### src/rtl/mips_defs.sv
// Shared definitions for the multicycle MIPS control path.
// Holds opcode/funct encodings, ALU op-codes (shared with the ALU),
// datapath select encodings and the controller state enumeration.
package mips_defs;

    localparam int ALUOP_WIDTH = 5;

    localparam logic [5:0] OP_RTYPE = 6'b000000;
    localparam logic [5:0] OP_J     = 6'b000010;
    localparam logic [5:0] OP_BEQ   = 6'b000100;
    localparam logic [5:0] OP_ADDI  = 6'b001000;
    localparam logic [5:0] OP_ADDIU = 6'b001001;
    localparam logic [5:0] OP_ORI   = 6'b001101;
    localparam logic [5:0] OP_LUI   = 6'b001111;
    localparam logic [5:0] OP_LW    = 6'b100011;
    localparam logic [5:0] OP_SW    = 6'b101011;

    localparam logic [5:0] FN_ADD   = 6'b100000;
    localparam logic [5:0] FN_ADDU  = 6'b100001;
    localparam logic [5:0] FN_SUBU  = 6'b100011;
    localparam logic [5:0] FN_AND   = 6'b100100;
    localparam logic [5:0] FN_OR    = 6'b100101;
    localparam logic [5:0] FN_SLT   = 6'b101010;

    localparam logic [ALUOP_WIDTH-1:0] ALU_ADD  = 5'b00000;
    localparam logic [ALUOP_WIDTH-1:0] ALU_ADDU = 5'b00001;
    localparam logic [ALUOP_WIDTH-1:0] ALU_SUBU = 5'b00010;
    localparam logic [ALUOP_WIDTH-1:0] ALU_AND  = 5'b00011;
    localparam logic [ALUOP_WIDTH-1:0] ALU_OR   = 5'b00100;
    localparam logic [ALUOP_WIDTH-1:0] ALU_SLT  = 5'b00101;
    localparam logic [ALUOP_WIDTH-1:0] ALU_LUI  = 5'b00110;

    localparam logic [1:0] SRCB_REG    = 2'b00;
    localparam logic [1:0] SRCB_FOUR   = 2'b01;
    localparam logic [1:0] SRCB_IMM    = 2'b10;
    localparam logic [1:0] SRCB_BRANCH = 2'b11;

    localparam logic [1:0] PCSRC_ALU    = 2'b00;
    localparam logic [1:0] PCSRC_ALUOUT = 2'b01;
    localparam logic [1:0] PCSRC_JUMP   = 2'b10;

    typedef enum logic [3:0] {
        S_IDLE, S_FETCH, S_DECODE, S_EXEC_R, S_EXEC_I, S_MEM_ADDR,
        S_MEM_RD, S_MEM_WR, S_WB_R, S_WB_I, S_WB_MEM, S_BRANCH, S_JUMP
    } state_t;

endpackage

### src/rtl/alu_dec.sv
// Combinational ALU op-code decoder.
//   opcode, funct : instruction fields from the IR
//   aluop         : ALU operation for the execute step (addu when unused)
//   legal         : instruction is a supported encoding
module alu_dec
    import mips_defs::*;
(
    input  logic [5:0]             opcode,
    input  logic [5:0]             funct,
    output logic [ALUOP_WIDTH-1:0] aluop,
    output logic                   legal
);

    always_comb begin
        aluop = ALU_ADDU;
        legal = 1'b1;
        case (opcode)
            OP_RTYPE: begin
                case (funct)
                    FN_ADD:  aluop = ALU_ADD;
                    FN_ADDU: aluop = ALU_ADDU;
                    FN_SUBU: aluop = ALU_SUBU;
                    FN_AND:  aluop = ALU_AND;
                    FN_OR:   aluop = ALU_OR;
                    FN_SLT:  aluop = ALU_SLT;
                    default: legal = 1'b0;
                endcase
            end
            OP_ADDI:  aluop = ALU_ADD;
            OP_ADDIU: aluop = ALU_ADDU;
            OP_ORI:   aluop = ALU_OR;
            OP_LUI:   aluop = ALU_LUI;
            OP_LW, OP_SW: aluop = ALU_ADDU;
            OP_BEQ:   aluop = ALU_SUBU;
            OP_J:     aluop = ALU_ADDU;
            default:  legal = 1'b0;
        endcase
    end

endmodule

### src/rtl/mc_ctrl.sv
// Multicycle Moore control unit: sequences fetch/decode/execute/memory/
// write-back and drives all datapath enables, mux selects and aluop.
//   clk, rst           : clock, async active-high reset
//   opcode, funct      : IR fields, stable from DECODE to retire
//   zero, mem_ready    : ALU zero flag, memory completion handshake
//   pc_wr .. pc_src    : datapath enables and selects
//   retire, illegal    : per-instruction completion / bad-encoding pulses
//
// state    | meaning
// IDLE     | post-reset, drives defaults only
// FETCH    | read instruction at PC, PC+4 written on mem_ready
// DECODE   | precompute branch target, dispatch on opcode
// EXEC_R   | A op B for R-type
// EXEC_I   | A op imm for I-type ALU ops
// MEM_ADDR | A + sext(imm) load/store address
// MEM_RD   | data read at ALUOut
// MEM_WR   | data write at ALUOut, retires on mem_ready
// WB_R     | write rd
// WB_I     | write rt from ALUOut
// WB_MEM   | write rt from MDR
// BRANCH   | compare A-B, take precomputed target on zero
// JUMP     | load jump target
module mc_ctrl
    import mips_defs::*;
#(
    parameter int ALUOP_W = 5
) (
    input  logic               clk,
    input  logic               rst,
    input  logic [5:0]         opcode,
    input  logic [5:0]         funct,
    input  logic               zero,
    input  logic               mem_ready,
    output logic               pc_wr,
    output logic               ir_wr,
    output logic               mem_rd,
    output logic               mem_wr,
    output logic               reg_wr,
    output logic               iord,
    output logic               alu_src_a,
    output logic [1:0]         alu_src_b,
    output logic               ext_op,
    output logic [ALUOP_W-1:0] aluop,
    output logic               reg_dst,
    output logic               mem_to_reg,
    output logic [1:0]         pc_src,
    output logic               retire,
    output logic               illegal
);

    state_t state, next_state;
    logic [ALUOP_WIDTH-1:0] dec_aluop;
    logic [ALUOP_WIDTH-1:0] alu_op;
    logic                   dec_legal;

    alu_dec u_alu_dec (
        .opcode (opcode),
        .funct  (funct),
        .aluop  (dec_aluop),
        .legal  (dec_legal)
    );

    always_ff @(posedge clk or posedge rst) begin
        if (rst) state <= S_IDLE;
        else     state <= next_state;
    end

    assign aluop = ALUOP_W'(alu_op);

    always_comb begin
        next_state = state;
        pc_wr      = 1'b0;
        ir_wr      = 1'b0;
        mem_rd     = 1'b0;
        mem_wr     = 1'b0;
        reg_wr     = 1'b0;
        iord       = 1'b0;
        alu_src_a  = 1'b0;
        alu_src_b  = SRCB_REG;
        ext_op     = 1'b0;
        alu_op     = ALU_ADDU;
        reg_dst    = 1'b0;
        mem_to_reg = 1'b0;
        pc_src     = PCSRC_ALU;
        retire     = 1'b0;
        illegal    = 1'b0;
        case (state)
            S_IDLE: next_state = S_FETCH;
            S_FETCH: begin
                mem_rd    = 1'b1;
                alu_src_b = SRCB_FOUR;
                pc_wr     = mem_ready;
                ir_wr     = mem_ready;
                if (mem_ready) next_state = S_DECODE;
            end
            S_DECODE: begin
                alu_src_b = SRCB_BRANCH;
                ext_op    = 1'b1;
                if (!dec_legal) begin
                    illegal    = 1'b1;
                    next_state = S_FETCH;
                end else begin
                    case (opcode)
                        OP_RTYPE:                         next_state = S_EXEC_R;
                        OP_ADDI, OP_ADDIU, OP_ORI, OP_LUI: next_state = S_EXEC_I;
                        OP_LW, OP_SW:                     next_state = S_MEM_ADDR;
                        OP_BEQ:                           next_state = S_BRANCH;
                        OP_J:                             next_state = S_JUMP;
                        default: begin
                            illegal    = 1'b1;
                            next_state = S_FETCH;
                        end
                    endcase
                end
            end
            S_EXEC_R: begin
                alu_src_a  = 1'b1;
                alu_src_b  = SRCB_REG;
                alu_op     = dec_aluop;
                next_state = S_WB_R;
            end
            S_EXEC_I: begin
                alu_src_a  = 1'b1;
                alu_src_b  = SRCB_IMM;
                ext_op     = (opcode == OP_ADDI) || (opcode == OP_ADDIU);
                alu_op     = dec_aluop;
                next_state = S_WB_I;
            end
            S_MEM_ADDR: begin
                alu_src_a  = 1'b1;
                alu_src_b  = SRCB_IMM;
                ext_op     = 1'b1;
                next_state = (opcode == OP_LW) ? S_MEM_RD : S_MEM_WR;
            end
            S_MEM_RD: begin
                mem_rd = 1'b1;
                iord   = 1'b1;
                if (mem_ready) next_state = S_WB_MEM;
            end
            S_MEM_WR: begin
                mem_wr = 1'b1;
                iord   = 1'b1;
                retire = mem_ready;
                if (mem_ready) next_state = S_FETCH;
            end
            S_WB_R: begin
                reg_wr     = 1'b1;
                reg_dst    = 1'b1;
                retire     = 1'b1;
                next_state = S_FETCH;
            end
            S_WB_I: begin
                reg_wr     = 1'b1;
                retire     = 1'b1;
                next_state = S_FETCH;
            end
            S_WB_MEM: begin
                reg_wr     = 1'b1;
                mem_to_reg = 1'b1;
                retire     = 1'b1;
                next_state = S_FETCH;
            end
            S_BRANCH: begin
                alu_src_a  = 1'b1;
                alu_src_b  = SRCB_REG;
                alu_op     = ALU_SUBU;
                pc_src     = PCSRC_ALUOUT;
                pc_wr      = zero;
                retire     = 1'b1;
                next_state = S_FETCH;
            end
            S_JUMP: begin
                pc_src     = PCSRC_JUMP;
                pc_wr      = 1'b1;
                retire     = 1'b1;
                next_state = S_FETCH;
            end
            default: next_state = S_IDLE;
        endcase
    end

endmodule
### config.mk
export PLATFORM = sky130hd
export DESIGN_NAME = mc_ctrl
export DESIGN_NICKNAME = d
export VERILOG_FILES = /design/src/rtl/mips_defs.sv /design/src/rtl/alu_dec.sv /design/src/rtl/mc_ctrl.sv
export SDC_FILE = /design/constraint.sdc
export NUM_CORES = 1
export LEC_CHECK = 0
export BUFFER_PORTS_ARGS = -buffer_cell sky130_fd_sc_hd__buf_2
export CORE_ASPECT_RATIO = 0.6
export CORE_UTILIZATION = 40
export DETAILED_ROUTE_END_ITERATION = 10
export PLACE_DENSITY = 0.68
export RECOVER_POWER = 50
export REMOVE_ABC_BUFFERS = 1
export SLEW_MARGIN = 40
export SYNTH_ARGS = -nofsm -noshare
export SYNTH_HDL_FRONTEND = slang
export SYNTH_HIERARCHICAL = 1
export SYNTH_SLANG_ARGS = --single-unit
### constraint.sdc
create_clock -name clk -period 4.1 [get_ports clk]
set_clock_uncertainty 0.1 [all_clocks]
set_input_delay 1.025 -clock clk [delete_from_list [all_inputs] [get_ports clk]]
set_output_delay 1.025 -clock clk [all_outputs]
set_load 0.05 [all_outputs]
==> results.md <==
- Status: finished clean
- Hold buffers post-CTS: 0
- Die Y: 38.71 um
- Post-Syn Area: 898.4 sq um
- Remaining DRCs: 0
- Largest register FFs: 4
- Mean Syn Cell Area: 6.606 sq um
- WL final: 2.527 mm
- Worst Path Max Fanout: 17
- Layout cells sized above 1: between 20% and 30%
- Crit-path slowest cell: nor4_1
- Syn-to-layout area delta: 19.64%
- FP Rows: 12
- RePlAce Congestion: 0.8314
- GRT Total Usage: 21.85%
- Drt first pass iters: 4
- Max Clk Rate: 265.7 MHz
- Number of buffers created by CTS: 3
- CP endpoint kind: primary output
- Yosys cell types: 48
- Clock network fraction of design power: 14.1%
- Yosys warns: 6
- Sw power: approximately 370 uW
- Crit path launch type: primary input
- Clock Pin Slew Worst Setup and Hold Paths: 30 ps
- Port-buffer cells: 34
- Max Transition Viols Final: 0
- Pwr/cell area: roughly 550 nW/um^2
- #FFs+latches synth: 4
- Number of global-route vias before repair: 923
- Clock root buffer: clkbuf_8
- Ys async rst share: 100.0%
- CP Class: in2out
- Largest net degree at the start of global routing: 19
- Setup bufs post-CTS: 0
- CTS H-Tree Depth: 1
- Biggest regs: state: 4 flops
- Initial Util: 45.33%
- Worst EP required: 2970 ps
- Post-CTS resize count: 0
- CTS max path bufs: 2
- Leakage: about 0.45 nW
- Crit path largest cell delay: 400 ps
- WL per Instance: 13.37 um
- Antenna violations before repair: 0
- Final #Nets: between 150 and 200
- Die Span X: 63.18 um
- DRT antenna net count: 0
- Cell Chain, Critical Path: buf_2 -> nor4_1 -> nand4b_1 -> o211ai_2 -> nor2b_1 -> a31oi_1 -> buf_2
- Seq. cell area: 100.1 sq um
- Worst Path Buf+Inv: 2
- TritonCTS clock tree: yes
- Unrepaired setup endpoints after global routing: no
- Via count: ~1,100
- Crit path max-delay family: simple AND/OR/NAND/NOR gates
- Tcrit/Tclk final: 91.79%
- Crit path top cell by count: buf_2
- Post-synth top flop: dfrtp_1
- Filler Cells Inserted: 213
- Max-slew headroom: 59.31%
- Sw Ratio: 63.67%
- Post-synth EDFFs: 0
- Worst Tran Pin Value: 612.9 ps
- Gate power share: 68.2%
- Crit path time final: 3764 ps
- Fin. Hold Viols: 0
- Die area: 2446 sq um
- # clock sinks: 4
- Global-route wire length before repair: 4.140 mm
- Sum of negative setup slack: 0 ps
- Sequential power share: between 10% and 20%
- # diodes: 0
- Max-Cap Viols: 0
- Ranking of synthesized cells by area: dfrtp_1 (11%), a21oi_1 (5.6%), nor3_1 (5.0%), nand2_1 (5.0%), nor2b_1 (4.2%)
- Worst min-delay path class: in2async
- Via density: approximately 5.8
- Remaining Overflow, GRT: 0
- Worst Path Arrival: 2640 ps
- P_int: between 200 and 250 uW
- Post-layout util: between 50% and 60%
- Yosys top cell by area: dfrtp_1
- Area of the multi-input gates: 724.4 sq um
- IO Count: 37
- DP HPWL: 1.859 mm
- Top cell type's share of synthesized area: 11.14%
- Worst skew pair latency: 220 ps
- Core area: between 1500 and 2000 sq um
- Reg with most FFs: state
- Post-synthesis sequential area ratio: approximately 11%
- Post-synthesis cell count: 136
- 1st-iter DRT viols: 86
- Peak VDD IR: 0.3609 mV
- Setup Viol. Count Final: 0
per-stage QoR:
step / total power, mW / setup slack (ps) / instances / area (sq um) / hold slack [ps]
after floorplan: 0.4111 / 321.2 / 124 / 839.6 / 570.6
after global placement: 0.5067 / 446.7 / 186 / 1045 / 686.9
after CTS: 0.5968 / 347.5 / 189 / 1086 / 582.0
after detailed placement: 0.5099 / 355.5 / 186 / 1045 / 678.0
final: 0.5887 / 336.5 / 189 / 1075 / 583.5
after global routing: 0.6262 / 224.5 / 189 / 1075 / 589.6
metal layers:
metal / wire (um) / up-vias / global-route usage [%] / share of wire [%]
met2: 1017 / 54 / 36.56 / 40
met3: 230 / 2 / 5.294 / 9.1
met1: 1275 / 490 / 29.73 / 50
li1: - / 556 / - / -
met5: 0 / - / 0 / 0
met4: 4 / 0 / 1.705 / 0.16
path summary, 6_finish.rpt:
path                            startpoint        to  depth (start not counted)  slack (ps)
worst max-delay path             opcode[3]   illegal                          7         340
worst min-delay path                   rst  state[0]                          2         580
worst max register to register    state[1]  state[2]                          4        2000
worst min register to register    state[3]  state[1]                          1         690
max in group asynchronous              rst  state[3]                          2        3160
min in group clk                  state[3]  state[1]                          1         690
logic make-up (layout without fill, tap and decap cells):
logic type,Yosys count,after routing,synth area share [%]
compound gates,38,38,28.27
xor+xnor,4,4,3.900
buf+inv,17,41,8.633
flops,4,4,11.14
other cells,1,2,0.4174
simple gates,72,72,47.63
cells in the final DEF (no fill, tap or decap), drive strengths merged, types with 2 or more instances in the layout:
cell / instances
nor2b: 6
nand2b: 4
nand2: 12
or4: 2
nor2: 7
o211ai: 4
or3b: 4
a31oi: 3
a21oi: 10
a211o: 2
inv: 4
nand4b: 3
conb: 2
nor4: 5
nor3b: 2
a2111oi: 2
o21a: 2
and3: 2
and2: 3
xnor2: 3
o21ai: 8
or3: 3
nor3: 9
buf: 25
dfrtp: 4
clkbuf: 12
nand3: 6
cells in the mapped netlist, types with 2 or more instances:
library cell / n
nand2_1: 12
a21oi_1: 10
nor3_1: 9
nor2_1: 7
o21ai_0: 7
clkbuf_1: 6
nand3_1: 6
nor2b_1: 6
buf_2: 4
dfrtp_1: 4
nand2b_1: 4
nor4_1: 4
a31oi_1: 3
and2_1: 3
inv_1: 3
nand4b_1: 3
o211ai_1: 3
or3_1: 3
or3b_1: 3
xnor2_1: 3
a211o_1: 2
and3_1: 2
buf_4: 2
nor3b_1: 2
o21a_1: 2
power by group through the flow:
stage          Clock (mW)  Combinational (mW)  Sequential [mW]
5_1_grt            0.0885               0.429            0.109
6_report           0.0831               0.401            0.104
3_3_place_gp            0               0.404            0.103
2_1_floorplan           0               0.322           0.0893
3_5_place_dp            0               0.406            0.104
4_1_cts            0.0858               0.407            0.104
worst register-to-register path, stage by stage (launching register included):
cell and delay [ps]:
dfrtp_1 640, nor2b_1 440, nand3_1 190, a2111oi_0 470, or3_1 190
final cells by class:
cell class                      count  share of cell area, %
Clock buffer                        3                  3.842
Inverter                            4                  1.397
Multi-Input combinational cell    116                  67.40
Sequential cell                     4                  9.313
Tap cell                           28                  3.260
Timing Repair Buffer               34                  14.78
Note: power is estimated with default switching activity, not from simulation.
